$ cat src/rtl/multicycle_ctrl.sv
// -----------------------------------------------------------------------------
// multicycle_ctrl
//   Main control FSM for a multicycle RISC-V style datapath. The FSM walks each
//   instruction through FETCH / DECODE / execute / write-back states and drives
//   the datapath mux selects and write enables for the current state.
//
//   Control outputs are Moore (a function of the state only) and are held in a
//   register alongside the state. The only exceptions are the strobes that must
//   follow the memory handshake (ir_write, the PC update in FETCH, mem_write),
//   the branch PC write (zero flag) and illegal_op (opcode in DECODE).
//
// Configuration macro:
//   JAL_EN  when defined, opcode 1101111 runs through the JAL state; when
//           undefined it is treated as an illegal opcode and code 9 is unused.
//
// Ports:
//   clk           rising-edge clock
//   rst           synchronous, active-high reset (forces FETCH)
//   op_i[6:0]     opcode from the instruction register
//   zero_i        ALU zero flag (used in BEQ)
//   mem_ready_i   memory handshake; an access completes on an edge with 1
//   pc_write_o    PC load enable (pc_update | branch & zero)
//   adr_src_o     memory address select: 0=PC, 1=ALU-out register
//   mem_write_o   data memory write strobe
//   ir_write_o    instruction register load enable
//   reg_write_o   register file write enable
//   result_src_o  result select: 00=ALU-out reg, 01=read data, 10=ALU result
//   alu_src_a_o   ALU A select: 00=PC, 01=old PC, 10=rs1
//   alu_src_b_o   ALU B select: 00=rs2, 01=immediate, 10=constant 4
//   alu_op_o      ALU decoder class: 00=add, 01=sub, 10=funct-decoded
//   illegal_op_o  pulse while in DECODE with an unsupported opcode
//   state_o[3:0]  current state code, for debug
// -----------------------------------------------------------------------------
module multicycle_ctrl (
  input  logic       clk,
  input  logic       rst,
  input  logic [6:0] op_i,
  input  logic       zero_i,
  input  logic       mem_ready_i,
  output logic       pc_write_o,
  output logic       adr_src_o,
  output logic       mem_write_o,
  output logic       ir_write_o,
  output logic       reg_write_o,
  output logic [1:0] result_src_o,
  output logic [1:0] alu_src_a_o,
  output logic [1:0] alu_src_b_o,
  output logic [1:0] alu_op_o,
  output logic       illegal_op_o,
  output logic [3:0] state_o
);

  typedef enum logic [3:0] {
    S_FETCH    = 4'd0,
    S_DECODE   = 4'd1,
    S_MEMADR   = 4'd2,
    S_MEMREAD  = 4'd3,
    S_MEMWB    = 4'd4,
    S_MEMWRITE = 4'd5,
    S_EXECR    = 4'd6,
    S_ALUWB    = 4'd7,
    S_EXECI    = 4'd8,
    S_JAL      = 4'd9,
    S_BEQ      = 4'd10
  } state_e;

  localparam logic [6:0] OP_LOAD   = 7'b0000011;
  localparam logic [6:0] OP_STORE  = 7'b0100011;
  localparam logic [6:0] OP_RTYPE  = 7'b0110011;
  localparam logic [6:0] OP_ITYPE  = 7'b0010011;
  localparam logic [6:0] OP_BRANCH = 7'b1100011;
`ifdef JAL_EN
  localparam logic [6:0] OP_JAL    = 7'b1101111;
`endif

  // Registered Moore controls. The *_rdy bits are only enables: the actual
  // strobe is qualified by mem_ready_i at the output.
  typedef struct packed {
    logic       adr_src;
    logic       ir_write_rdy;
    logic       pc_update_rdy;
    logic       pc_update;
    logic       mem_write_rdy;
    logic       branch;
    logic       reg_write;
    logic [1:0] result_src;
    logic [1:0] alu_src_a;
    logic [1:0] alu_src_b;
    logic [1:0] alu_op;
  } ctrl_t;

  state_e state_q, state_d;
  ctrl_t  ctrl_q;

  // Control word for a given state; unlisted fields stay 0.
  function automatic ctrl_t decode_ctrl(input state_e s);
    ctrl_t c;
    c = '0;
    case (s)
      S_FETCH: begin
        c.alu_src_b     = 2'b10;
        c.result_src    = 2'b10;
        c.ir_write_rdy  = 1'b1;
        c.pc_update_rdy = 1'b1;
      end
      S_DECODE: begin
        // Precompute the branch target (old PC + immediate).
        c.alu_src_a = 2'b01;
        c.alu_src_b = 2'b01;
      end
      S_MEMADR: begin
        c.alu_src_a = 2'b10;
        c.alu_src_b = 2'b01;
      end
      S_MEMREAD: begin
        c.adr_src = 1'b1;
      end
      S_MEMWB: begin
        c.result_src = 2'b01;
        c.reg_write  = 1'b1;
      end
      S_MEMWRITE: begin
        c.adr_src       = 1'b1;
        c.mem_write_rdy = 1'b1;
      end
      S_EXECR: begin
        c.alu_src_a = 2'b10;
        c.alu_op    = 2'b10;
      end
      S_EXECI: begin
        c.alu_src_a = 2'b10;
        c.alu_src_b = 2'b01;
        c.alu_op    = 2'b10;
      end
      S_ALUWB: begin
        c.reg_write = 1'b1;
      end
      S_BEQ: begin
        c.alu_src_a = 2'b10;
        c.alu_op    = 2'b01;
        c.branch    = 1'b1;
      end
`ifdef JAL_EN
      S_JAL: begin
        c.alu_src_a = 2'b01;
        c.alu_src_b = 2'b10;
        c.pc_update = 1'b1;
      end
`endif
      default: c = '0;
    endcase
    return c;
  endfunction

  function automatic logic op_supported(input logic [6:0] op);
    logic ok;
    ok = (op == OP_LOAD) || (op == OP_STORE) || (op == OP_RTYPE) ||
         (op == OP_ITYPE) || (op == OP_BRANCH);
`ifdef JAL_EN
    ok = ok || (op == OP_JAL);
`endif
    return ok;
  endfunction

  // Next-state logic.
  always_comb begin
    // NOTE: default assignment first so every path drives state_d and no
    // latch is inferred.
    state_d = S_FETCH;
    case (state_q)
      S_FETCH:  state_d = mem_ready_i ? S_DECODE : S_FETCH;
      S_DECODE: begin
        case (op_i)
          OP_LOAD, OP_STORE: state_d = S_MEMADR;
          OP_RTYPE:          state_d = S_EXECR;
          OP_ITYPE:          state_d = S_EXECI;
          OP_BRANCH:         state_d = S_BEQ;
`ifdef JAL_EN
          OP_JAL:            state_d = S_JAL;
`endif
          default:           state_d = S_FETCH;
        endcase
      end
      S_MEMADR:   state_d = (op_i == OP_LOAD) ? S_MEMREAD : S_MEMWRITE;
      S_MEMREAD:  state_d = mem_ready_i ? S_MEMWB : S_MEMREAD;
      S_MEMWB:    state_d = S_FETCH;
      S_MEMWRITE: state_d = mem_ready_i ? S_FETCH : S_MEMWRITE;
      S_EXECR:    state_d = S_ALUWB;
      S_EXECI:    state_d = S_ALUWB;
      S_ALUWB:    state_d = S_FETCH;
      S_BEQ:      state_d = S_FETCH;
`ifdef JAL_EN
      S_JAL:      state_d = S_ALUWB;
`endif
      // Unused codes (and 9 without JAL_EN) recover to FETCH.
      default:    state_d = S_FETCH;
    endcase
  end

  // State and control word move together, so ctrl_q always equals
  // decode_ctrl(state_q).
  always_ff @(posedge clk) begin
    // NOTE: non-blocking assignments for all sequential state.
    if (rst) begin
      state_q <= S_FETCH;
      ctrl_q  <= decode_ctrl(S_FETCH);
    end else begin
      state_q <= state_d;
      ctrl_q  <= decode_ctrl(state_d);
    end
  end

  logic pc_update;
  assign pc_update    = ctrl_q.pc_update | (ctrl_q.pc_update_rdy & mem_ready_i);
  assign pc_write_o   = pc_update | (ctrl_q.branch & zero_i);
  assign adr_src_o    = ctrl_q.adr_src;
  assign ir_write_o   = ctrl_q.ir_write_rdy & mem_ready_i;
  // Reset is synchronous, so the state may still be a write state during the
  // reset cycle; block the writes directly.
  assign mem_write_o  = ctrl_q.mem_write_rdy & mem_ready_i & ~rst;
  assign reg_write_o  = ctrl_q.reg_write & ~rst;
  assign result_src_o = ctrl_q.result_src;
  assign alu_src_a_o  = ctrl_q.alu_src_a;
  assign alu_src_b_o  = ctrl_q.alu_src_b;
  assign alu_op_o     = ctrl_q.alu_op;
  assign illegal_op_o = (state_q == S_DECODE) & ~op_supported(op_i);
  assign state_o      = state_q;

endmodule

$ cat config.mk
export PLATFORM = sky130hd
export DESIGN_NAME = multicycle_ctrl
export DESIGN_NICKNAME = d
export VERILOG_FILES = /design/src/rtl/multicycle_ctrl.sv
export SDC_FILE = /design/constraint.sdc
export NUM_CORES = 1
export LEC_CHECK = 0
export CAP_MARGIN = 25
export CORE_MARGIN = 5
export CORE_UTILIZATION = 47
export DETAILED_ROUTE_END_ITERATION = 8
export GPL_TIMING_DRIVEN = 1
export HOLD_SLACK_MARGIN = 0.12
export PLACE_DENSITY_LB_ADDON = 0.15
export SLEW_MARGIN = 20
export SYNTH_ARGS = -nofsm -noshare
export SYNTH_HDL_FRONTEND = slang
export SYNTH_SLANG_ARGS = --single-unit
export TNS_END_PERCENT = 100
$ cat constraint.sdc
create_clock -name clk -period 4.2 [get_ports clk]
set_input_delay 0.42 -clock clk [delete_from_list [all_inputs] [get_ports clk]]
set_output_delay 0.42 -clock clk [all_outputs]
set_load 0.1 [all_outputs]
# Yosys cells after proc, flatten, opt, wreduce, memory -nomap -nowiden
# Cells that the tools add are included.
# word_totals
reg_bits	19
latchBits	0
mem_bits_rw	0
mem_bits_ro	0
in_bits	11
out_inout_bits	18
elab_cells	71
mem_count	0
# classes
n_addsub	0
multipliers	0
div_mod_pow	0
order_cmp	0
n_eq_ne	20
n_shift	0
mux	15
bitwise	11
n_reduce_logical	13
# ops
cell	n
$eq A4 B3 Y1 const B	6
$pmux W4 S6	1
$eq A4 B2 Y1 const B	4
$pmux W2 S2	4
$pmux W4 S4	1
$eq A7 B6 Y1 const B	2
$eq A4 B4 Y1 const B	3
$reduce_or A2 Y1	5
$mux W3	3
$eq A4 B1 Y1 const B	2
$logic_not A4 Y1	2
$and A1 B1 Y1	7
$eq A7 B2 Y1 const B	1
$eq A7 B5 Y1 const B	1
$eq A7 B7 Y1 const B	1
$mux W1	5
$logic_or A1 B1 Y1	4
$reduce_or A4 Y1	1
$reduce_or A3 Y1	1
$mux W2	1
$not A1 Y1	2
$or A1 B1 Y1	2

# Longest topological paths before layout
# Gate-level depths: netlist (run 1).
# depth
word_depth	7
mapped_depth	6
mapped_depth_nobuf	5

# Worst setup path after synthesis (run 1)
# OpenSTA, ideal clock, no wires.
# synth_timing
path_type	flip-flop to output port
start	reg state_q[0] (netlist: state_o[0])
end	out illegal_op_o
arrival_ns	3.765
required_ns	3.780
path_slack_ns	0.015
path_stages_with_launch	3
n_path_buf	0
path_cell_list	dfxtp_1 -> nor4b_2 -> a21boi_0
# synth_between
elab_chain_len	2
# synth_rtl
element	line_no	source
from (decl)	92	state_e state_q, state_d;
from (signal assigned)	208	state_q <= state_d;
$eq A4 B1 Y1	226	assign illegal_op_o = (state_q == S_DECODE) & ~op_supported(op_i);
$and A1 B1 Y1	226	
to (decl)	49	output logic illegal_op_o,
# Every way passes these cells.

# Worst setup path after layout (run 1)
# Same ends and word-level chain as after synthesis.

==> results of run 1 <==
## cells in the mapped netlist (all sizes together), types with 2 or more instances
cell type | count | share of area [%]
a21boi | 2 | 1.8
dfxtp | 14 | 34
nand2 | 3 | 1.4
o21ai | 4 | 2.4
a21oi | 3 | 1.8
nor3 | 3 | 1.8
nand4 | 2 | 2.3
nor3b | 2 | 2.4
nor4b | 2 | 2.9
inv | 4 | 1.8
a21o | 3 | 2.7
nor2b | 10 | 7.6
nor2 | 6 | 2.7
and3b | 3 | 3.2
o211ai | 2 | 2.4
buf | 11 | 11
and4bb | 2 | 3.1
## cells by family (layout without fill, tap and decap cells)
kind of cell           count (synthesis)  in the layout  synth area share (%)
and+or+nand+nor                       41             41                 36.34
DFF                                   14             14                 34.20
AOI/OAI and AO/OA                     18             18                 15.72
muxes                                  1              1                 1.221
buffers and inverters                 15             36                 12.52
## power groups by stage
stage | combinational [W] | sequential [W] | clock [W]
after global placement | 0.0000765 | 0.000141 | 0
after detailed placement | 0.0000769 | 0.000141 | 0
final | 0.0000769 | 0.000137 | 0.0000990
after CTS | 0.0000772 | 0.000138 | 0.000101
after floorplan | 0.0000521 | 0.000145 | 0
after global routing | 0.0000804 | 0.000138 | 0.000106
## metrics by stage
step,cell area (sq um),total power (W),worst slack (ns)
3_3_place_gp,1033,0.0002170,1.313
5_1_grt,1070,0.0003249,1.051
3_5_place_dp,1033,0.0002175,1.281
2_1_floorplan,819.5,0.0001973,0.01494
4_1_cts,1070,0.0003157,1.172
6_report,1070,0.0003134,1.199
## worst reg2reg max path, cell delays in order, from the launching register on
cell and delay [ns]:
sky130_fd_sc_hd__dfxtp_1 0.51, sky130_fd_sc_hd__or4b_4 0.52, sky130_fd_sc_hd__o211ai_2 0.31, sky130_fd_sc_hd__nor2b_1 0.12, sky130_fd_sc_hd__o21a_1 0.19
## routing by layer
metal	vias up	share of wire [%]	track usage, %
li1	353	-	-
met1	308	46	17.78
met2	27	45	20.34
met3	4	7.5	3.725
met4	0	1.3	6.550
met5	-	0	0
## layout make-up
| type | instances | area share, % |
|---|---|---|
| clock buffers | 4 | 3.392 |
| flip-flops and latches | 14 | 26.20 |
| well taps | 17 | 1.988 |
| inverters | 4 | 1.404 |
| repair buffers | 28 | 26.20 |
| multi-input cells | 60 | 40.82 |
## flip-flops by register name, indices dropped and copies added, names as in the netlist
| name | cells |
|---|---|
| state_o | 4 |
| alu_op_o | 1 |
| ctrl_q | 4 |
| alu_src_a_o | 2 |
| alu_src_b_o | 1 |
| adr_src_o | 1 |
| result_src_o | 1 |
## cell usage in the layout, fill, tap and decap left out
| cell | Yosys | final |
|---|---|---|
| sky130_fd_sc_hd__clkdlybuf4s50_1 | 0 | 28 |
| sky130_fd_sc_hd__dfxtp_1 | 14 | 14 |
| sky130_fd_sc_hd__nor2b_1 | 10 | 10 |
| sky130_fd_sc_hd__nor2_1 | 6 | 6 |
| sky130_fd_sc_hd__inv_1 | 4 | 4 |
| sky130_fd_sc_hd__o21ai_0 | 3 | 3 |
| sky130_fd_sc_hd__a21o_1 | 3 | 3 |
| sky130_fd_sc_hd__and3b_1 | 3 | 3 |
| sky130_fd_sc_hd__nand2_1 | 3 | 3 |
| sky130_fd_sc_hd__a21oi_1 | 3 | 3 |
| sky130_fd_sc_hd__nor3_1 | 3 | 3 |
| sky130_fd_sc_hd__clkbuf_4 | 0 | 3 |
| sky130_fd_sc_hd__and4bb_2 | 1 | 1 |
| sky130_fd_sc_hd__nor4b_2 | 1 | 1 |
| sky130_fd_sc_hd__a21boi_0 | 1 | 1 |
| sky130_fd_sc_hd__and2_1 | 1 | 1 |
| sky130_fd_sc_hd__or2_1 | 1 | 1 |
| sky130_fd_sc_hd__nand4_1 | 1 | 1 |
| sky130_fd_sc_hd__nor4b_1 | 1 | 1 |
| sky130_fd_sc_hd__and4bb_1 | 1 | 1 |
| sky130_fd_sc_hd__and4b_1 | 1 | 1 |
| sky130_fd_sc_hd__o31ai_1 | 1 | 1 |
| sky130_fd_sc_hd__or4b_4 | 1 | 1 |
| sky130_fd_sc_hd__nand4_2 | 1 | 1 |
| sky130_fd_sc_hd__o211ai_1 | 1 | 1 |
| sky130_fd_sc_hd__and4_1 | 1 | 1 |
| sky130_fd_sc_hd__nor3b_1 | 1 | 1 |
| sky130_fd_sc_hd__nor4bb_1 | 1 | 1 |
| sky130_fd_sc_hd__a211oi_2 | 1 | 1 |
| sky130_fd_sc_hd__o2111ai_1 | 1 | 1 |
| sky130_fd_sc_hd__o211ai_2 | 1 | 1 |
| sky130_fd_sc_hd__mux2i_1 | 1 | 1 |
| sky130_fd_sc_hd__o21ai_1 | 1 | 1 |
| sky130_fd_sc_hd__nand2b_2 | 1 | 1 |
| sky130_fd_sc_hd__or3b_1 | 1 | 1 |
| sky130_fd_sc_hd__nor3b_2 | 1 | 1 |
| sky130_fd_sc_hd__a21boi_1 | 1 | 1 |
| sky130_fd_sc_hd__o21a_1 | 1 | 1 |
| sky130_fd_sc_hd__clkbuf_8 | 0 | 1 |
## worst max path at each step
stage	start	end	slack (ns)	cells after the start
after global placement	op_i[6]	illegal_op_o	1.31	4
final	state_o[0]	illegal_op_o	1.20	3
after floorplan	state_o[0]	illegal_op_o	0.01	2
after detailed placement	op_i[6]	illegal_op_o	1.28	4
after global routing	state_o[0]	illegal_op_o	1.05	3
after CTS	state_o[0]	illegal_op_o	1.17	3
==> summary.md, run 1 <==
The run finished with clean final reports. Height of the die: 51.76 microns. The worst register-to-register path begins at state_o[1]. For the final sum of negative setup slack, the log shows 0 ns.

The run gives 0 as the number of hold-slack violations in the final timing report. The worst hold path terminates at alu_src_a_o[0]. The clock buffer count from CTS came out at 3. Part of the Yosys area used for sequential elements: 34.20%. The run gives 29 as the count of boundary I/O pins. For this block, the initial DRC count from the detailed router was 8.

Setup repair after global routing left no endpoint under its margin. The run gives 2.697 mm as the first-pass GRT wire length. The number of cells on the worst reg-to-reg path was 4.

The number of buffer and inverter stages on the critical path came out at 1. Of all nets on the critical path, the largest fanout is 11. Wires add up to 1.644 mm.

The clock-pin slew on the worst setup and hold paths was 0.09 ns. From left edge to right edge, the die measures 51.76 microns. In the final layout, the share of cells above drive strength 1 is 10.91%. The critical path is of the reg -> out type. The post-cts gate resize count was 0. Kind of end point of the critical path: a primary output. The tightest min-delay check is of the reg -> reg type.

After synthesis, the share of flip-flops with an asynchronous set or reset is 0%. Number of antenna violations at the first check in global routing: 0. The worst hold path begins at state_o[3].

The logs give 13.55% for the overall fraction of global-route tracks in use and 100 for the total nets after synthesis. The final net count was 122. Counting flops with a built-in enable in the synthesized netlist gives 0. The final clock skew is 0.001306 ns. The setup slack on the worst flop-to-flop path came out at 2.45 ns. The number of diodes is 0, and the post-detailed-placement half-perimeter wirelength is 1.252 mm. The via count is 692. The terminus of the critical flop-to-flop path was alu_src_b_o[0]. The starting density of the core is 48.52%, and the number of filler cells placed in the layout is 146.

The post-detailed-route DRC marker count is 0. Worst hold path stage count: 4. The first TritonRoute pass finished after 5 iterations. The upper clock frequency limit is 333.2 MHz. The tools report the number of global-route vias before repair as 584. The share of total power dissipated in combinational logic is 24.5%. Across the VDD grid, the largest voltage drop is 0.0002040 V.

Synthesis produced a netlist whose cell count is 89. The run gives 12 as the largest net degree at the start of global routing. The vias per cell is 5.449, and the sink count of the clock tree is 14. Final cell count without fillers: 127. Sequential cells burn 43.9% of the power.

Setup violations remaining at the end of the flow were counted as 0. For this design, the slowest cell found on the critical path is sky130_fd_sc_hd__clkdlybuf4s50_1. The power per unit of standard cell area came out at 292.9 nW/um^2. Buffers placed on the I/O ports in this run total 28.

At the end of routability-driven placement, the weighted congestion stood at 0.7468. Data on the critical path arrives at its endpoint at 2.58 ns. The die outline area came out at 2679 sq um. The H-tree depth came out at 1. TritonCTS built the clock tree.

The number of maximum-capacitance violations is 0, and the final global-route overflow total is 0. The number of setup buffers added after CTS is 0. The switching part of the total is 32.26%. The critical path goes through nor4b_2, a21boi_0, clkdlybuf4s50_1. The area of the core was 1689 sq um; the portion of total power attributed to the clock network was 31.6%.

The logs give 123 for the number of cells after detailed placement and 0.0001011 W for the power dissipated by switching net loads. Buffers inserted to repair hold after CTS numbered 0. The number of pins with negative max-slew slack in the final report came out at 0.

The longest clock path from root to sink contains 2 buffers. The count of nets left with antenna violations once routing finished came out at 0. The kind of cell with the highest combined delay along the critical path is buffers and inverters.

Measured against its own limit, the worst slew margin works out to 34.08%. The tools report the internal portion of total power as 0.0002123 W. The layout overhead on the synthesized area came out at 30.53%.

The run gives 819.5 sq um as the post-synth design cell area. In the synthesized netlist the dominant register cell turns out to be sky130_fd_sc_hd__dfxtp_1. The shortest clock period the worst path allows after layout works out to 3.001 ns. STA classifies the critical path startpoint as a flop. The number of library cell types mapped by synthesis is 39, and the multi-input logic area is 436.7 sq um. The tools report the smallest hold slack as 0.8419 ns. The later pin in the worst-skew pair is clocked with a latency of 0.28 ns. For this run, the number of Yosys warnings is 0. The sequential standard cell area was 280.3 sq um.

The largest single stage delay on the critical path is 1.15 ns. After detailed routing, the average wire length per cell comes to 12.94 microns. The final cell utilization of the core was 63.33%. For the required time of the critical path, the log shows 3.78 ns.

Dividing the synthesized area by the synthesized cell count gives 9.208 sq um. The transition time at the pin with the least slew margin came out at 0.9857 ns. The root buffer cell chosen for the clock tree is sky130_fd_sc_hd__clkbuf_4.

The tools report the cell row count as 15. After layout, the worst path uses 71.46% of the clock period. In this run the static leakage power is 0.4036 nW. The synthesized design contains 14 register bits.
Power figures use the tool's default switching activity.
==> run 2: changes to the inputs <==
CORE_UTILIZATION = 43   (was 47)
clock period = 3.04 ns   (was 4.2 ns; I/O delays follow)
==> summary.md, run 2 (synthesis results as in run 1) <==
The run finished with clean final reports. The number of maximum-capacitance violations came out at 0 (unchanged). Setup repair after global routing left no endpoint under its margin. The delay of the slowest critical-path stage works out to 0.49 ns (-0.66 ns). The worst hold path stage count was 3 (-1); the switching part of the total was 31.94% (-0.32 points). The tools report the cell row count as 15 (unchanged).

The vias per cell is 5.215 (-4.3%). The path with the worst hold slack has its endpoint at alu_src_a_o[1]. The tools report the largest net degree at the start of global routing as 12 (unchanged).

The worst hold path belongs to the class in -> reg. The run gives 60.14% (-3.2 points) as the final cell utilization of the core. Class of the most critical setup path: reg -> out. The tools report the overall fraction of global-route tracks in use as 13.07% (-0.48 points). The number of pins with negative max-slew slack in the final report is 0 (unchanged), and the number of hold-slack violations in the final timing report is 0 (unchanged).

The via count is 704 (+1.7%), and the portion of total power attributed to the clock network is 31.1% (-0.5 points). The average detailed-routed wire length per instance is 12.56 microns (-3.0%), and the iteration count of the initial detailed-routing pass is 4 (-1). The part of the total power dissipated in combinational logic came out at 24.6% (about the same). Slack of the critical path: 0.9422 ns (-0.2565 ns).

The number of antenna violations at the first check in global routing came out at 0 (unchanged). The tools report the startpoint kind of the worst setup timing path as a flop. The starting DRC count in detailed routing is 11 (+3), and the final net count is 122 (unchanged). The worst slack after detailed placement is 0.8618 ns (-0.4191 ns), and the number of cells on the worst reg-to-reg path is 5 (+1). The H-tree depth is 1 (unchanged).

The clock-pin slew on the worst setup and hold paths came out at 0.08 ns (about the same). The share of final-layout standard cells stronger than drive strength 1 is 20.00% (+9.1 points). The power per unit of standard cell area works out to 404.7 nW/um^2 (+38%). The clock latency reported for the late side of the worst-skew pair came out at 0.28 ns (about the same). The startpoint of the most critical setup path was state_o[0]. Starting density of the core: 46.45% (-2.1 points). The tools report the residual antenna-violating net count after detailed routing as 0 (unchanged). The critical path goes through nor4b_2, a21boi_2, buf_4.

The critical path's slowest cell was sky130_fd_sc_hd__dfxtp_1. TritonCTS built the clock tree. The area of the core was 1764 sq um (+4.4%); the sink count of the clock tree was 14 (unchanged). The final sum of negative setup slack was 0 ns (unchanged). The upper clock frequency limit is 476.7 MHz, and the number of hold-repair buffers added at the cts stage is 0 (unchanged). The shortest clock period the worst path allows after layout was 2.098 ns; the post-detailed-placement half-perimeter wirelength was 1.302 mm (+4.0%). The transition time at the pin with the least slew margin works out to 0.9699 ns (-0.01576 ns). Of the available clock period, the critical path in the final layout requires 69.01%. The start point of the worst min-delay path was op_i[5]. The maximum buffer depth of the clock tree came out at 2 (unchanged). The endpoint identified for the worst register-to-register timing path is alu_src_b_o[0]. For the total length of routed wires, the log shows 1.696 mm (+3.2%). The tools report the startpoint of the worst-slack reg-to-reg timing path as state_o[0].

The required time of the critical path is 2.74 ns (-1.04 ns). The height of the die was 53.66 microns (+3.7%); the layout overhead on the synthesized area was 29.47%. Maximum fanout along the worst path: 11 (unchanged). The data arrival time of the critical path was 1.79 ns (-0.79 ns); the final global-route overflow total was 0 (unchanged). The setup slack on the worst flop-to-flop path is 1.25 ns (-1.20 ns). Worst relative slew slack: 35.14% (+1.1 points). The cell at the root of the clock tree was sky130_fd_sc_hd__clkbuf_4.

The number of filler cells placed in the layout was 177 (+21%); the number of global-route vias before repair was 625 (+7.0%). The post-detailed-route DRC marker count was 0 (unchanged). For the count of boundary I/O pins, the log shows 29 (unchanged).

The power dissipated by switching net loads was 0.0001372 W (+36%); the clock buffer count from CTS was 3 (unchanged). The sequential cell fraction of total power came out at 44.3% (+0.4 points). Smallest hold slack: 0.7613 ns (-0.08055 ns). The final clock skew is 0.001490 ns (+0.0001839 ns), and the total design power is 0.0004294 W (+37%). The weighted congestion at the end of routability-driven global placement is 0.6952 (-6.9%), and the die outline area is 2879 sq um (+7.5%).

The first-pass GRT wire length was 2.622 mm (-2.8%). Worst IR drop on VDD: 0.0003014 V (+48%). The total leakage power is 0.4208 nW (+4.3%). Die outline width: 53.66 microns (+3.7%).

The worst setup path is captured at a primary output. Internal portion of total power: 0.0002923 W (+38%). The library cells used most frequently in the layout, excluding fill and tap cells, are 19 x sky130_fd_sc_hd__clkdlybuf4s50_1, 14 x sky130_fd_sc_hd__dfxtp_1, 10 x sky130_fd_sc_hd__nor2b_1.

The number of diodes was 0 (unchanged). Setup-violating endpoint count in the final report: 0 (unchanged). The post-cts gate resize count came out at 0 (unchanged).

For the number of buffers inserted by post-CTS setup repair, the log shows 0 (unchanged). The number of buffers inserted by port buffering is 28 (unchanged). The library cell used most frequently in the layout, excluding fill and tap cells, is sky130_fd_sc_hd__clkdlybuf4s50_1.
## run 2: worst max-delay path: cells and delay by family (launching register included)
kind	cells	cell delay [ns]
simple gates	1	0.47
flops	1	0.49
compound gates	1	0.24
buf+inv	1	0.30
## run 2: power groups by stage
stage	Combinational (W)	Clock, W	Sequential [W]
global route	0.000110	0.000149	0.000191
finish	0.000106	0.000134	0.000190
CTS	0.000106	0.000135	0.000190
global placement	0.000105	0	0.000194
detailed placement	0.000106	0	0.000194
floorplan	0.0000727	0	0.000201
## run 2: how the worst max path moves through the flow
stage	end	slack, ns	cells after the start
6_report	illegal_op_o	0.94	3
5_1_grt	illegal_op_o	0.81	3
4_1_cts	alu_src_b_o[1]	0.95	1
3_5_place_dp	adr_src_o	0.86	6
3_3_place_gp	adr_src_o	0.90	6
2_1_floorplan	illegal_op_o	0.28	2
## run 2: layout make-up
class / count / area (sq um) / area share, %
Multi-Input combinational cell: 60 / 440.4 / 41.51
Clock buffer: 4 / 36.28 / 3.420
Inverter: 4 / 15.01 / 1.415
Sequential cell: 14 / 280.3 / 26.42
Timing Repair Buffer: 28 / 257.7 / 24.29
Tap cell: 25 / 31.28 / 2.948
## run 2: stage by stage
| stage | instance area [sq um] | cells |
|---|---|---|
| 3_3_place_gp | 1025 | 131 |
| 6_report | 1061 | 135 |
| 2_1_floorplan | 823.3 | 89 |
| 5_1_grt | 1061 | 135 |
| 4_1_cts | 1061 | 135 |
| 3_5_place_dp | 1025 | 131 |
## run 2: metal layers
metal	vias to the layer above	wire (microns)	track usage [%]
li1	353	-	-
met1	330	738	13.45
met2	17	841	23.06
met3	4	88	4.155
met4	0	27	7.660
met5	-	0	0
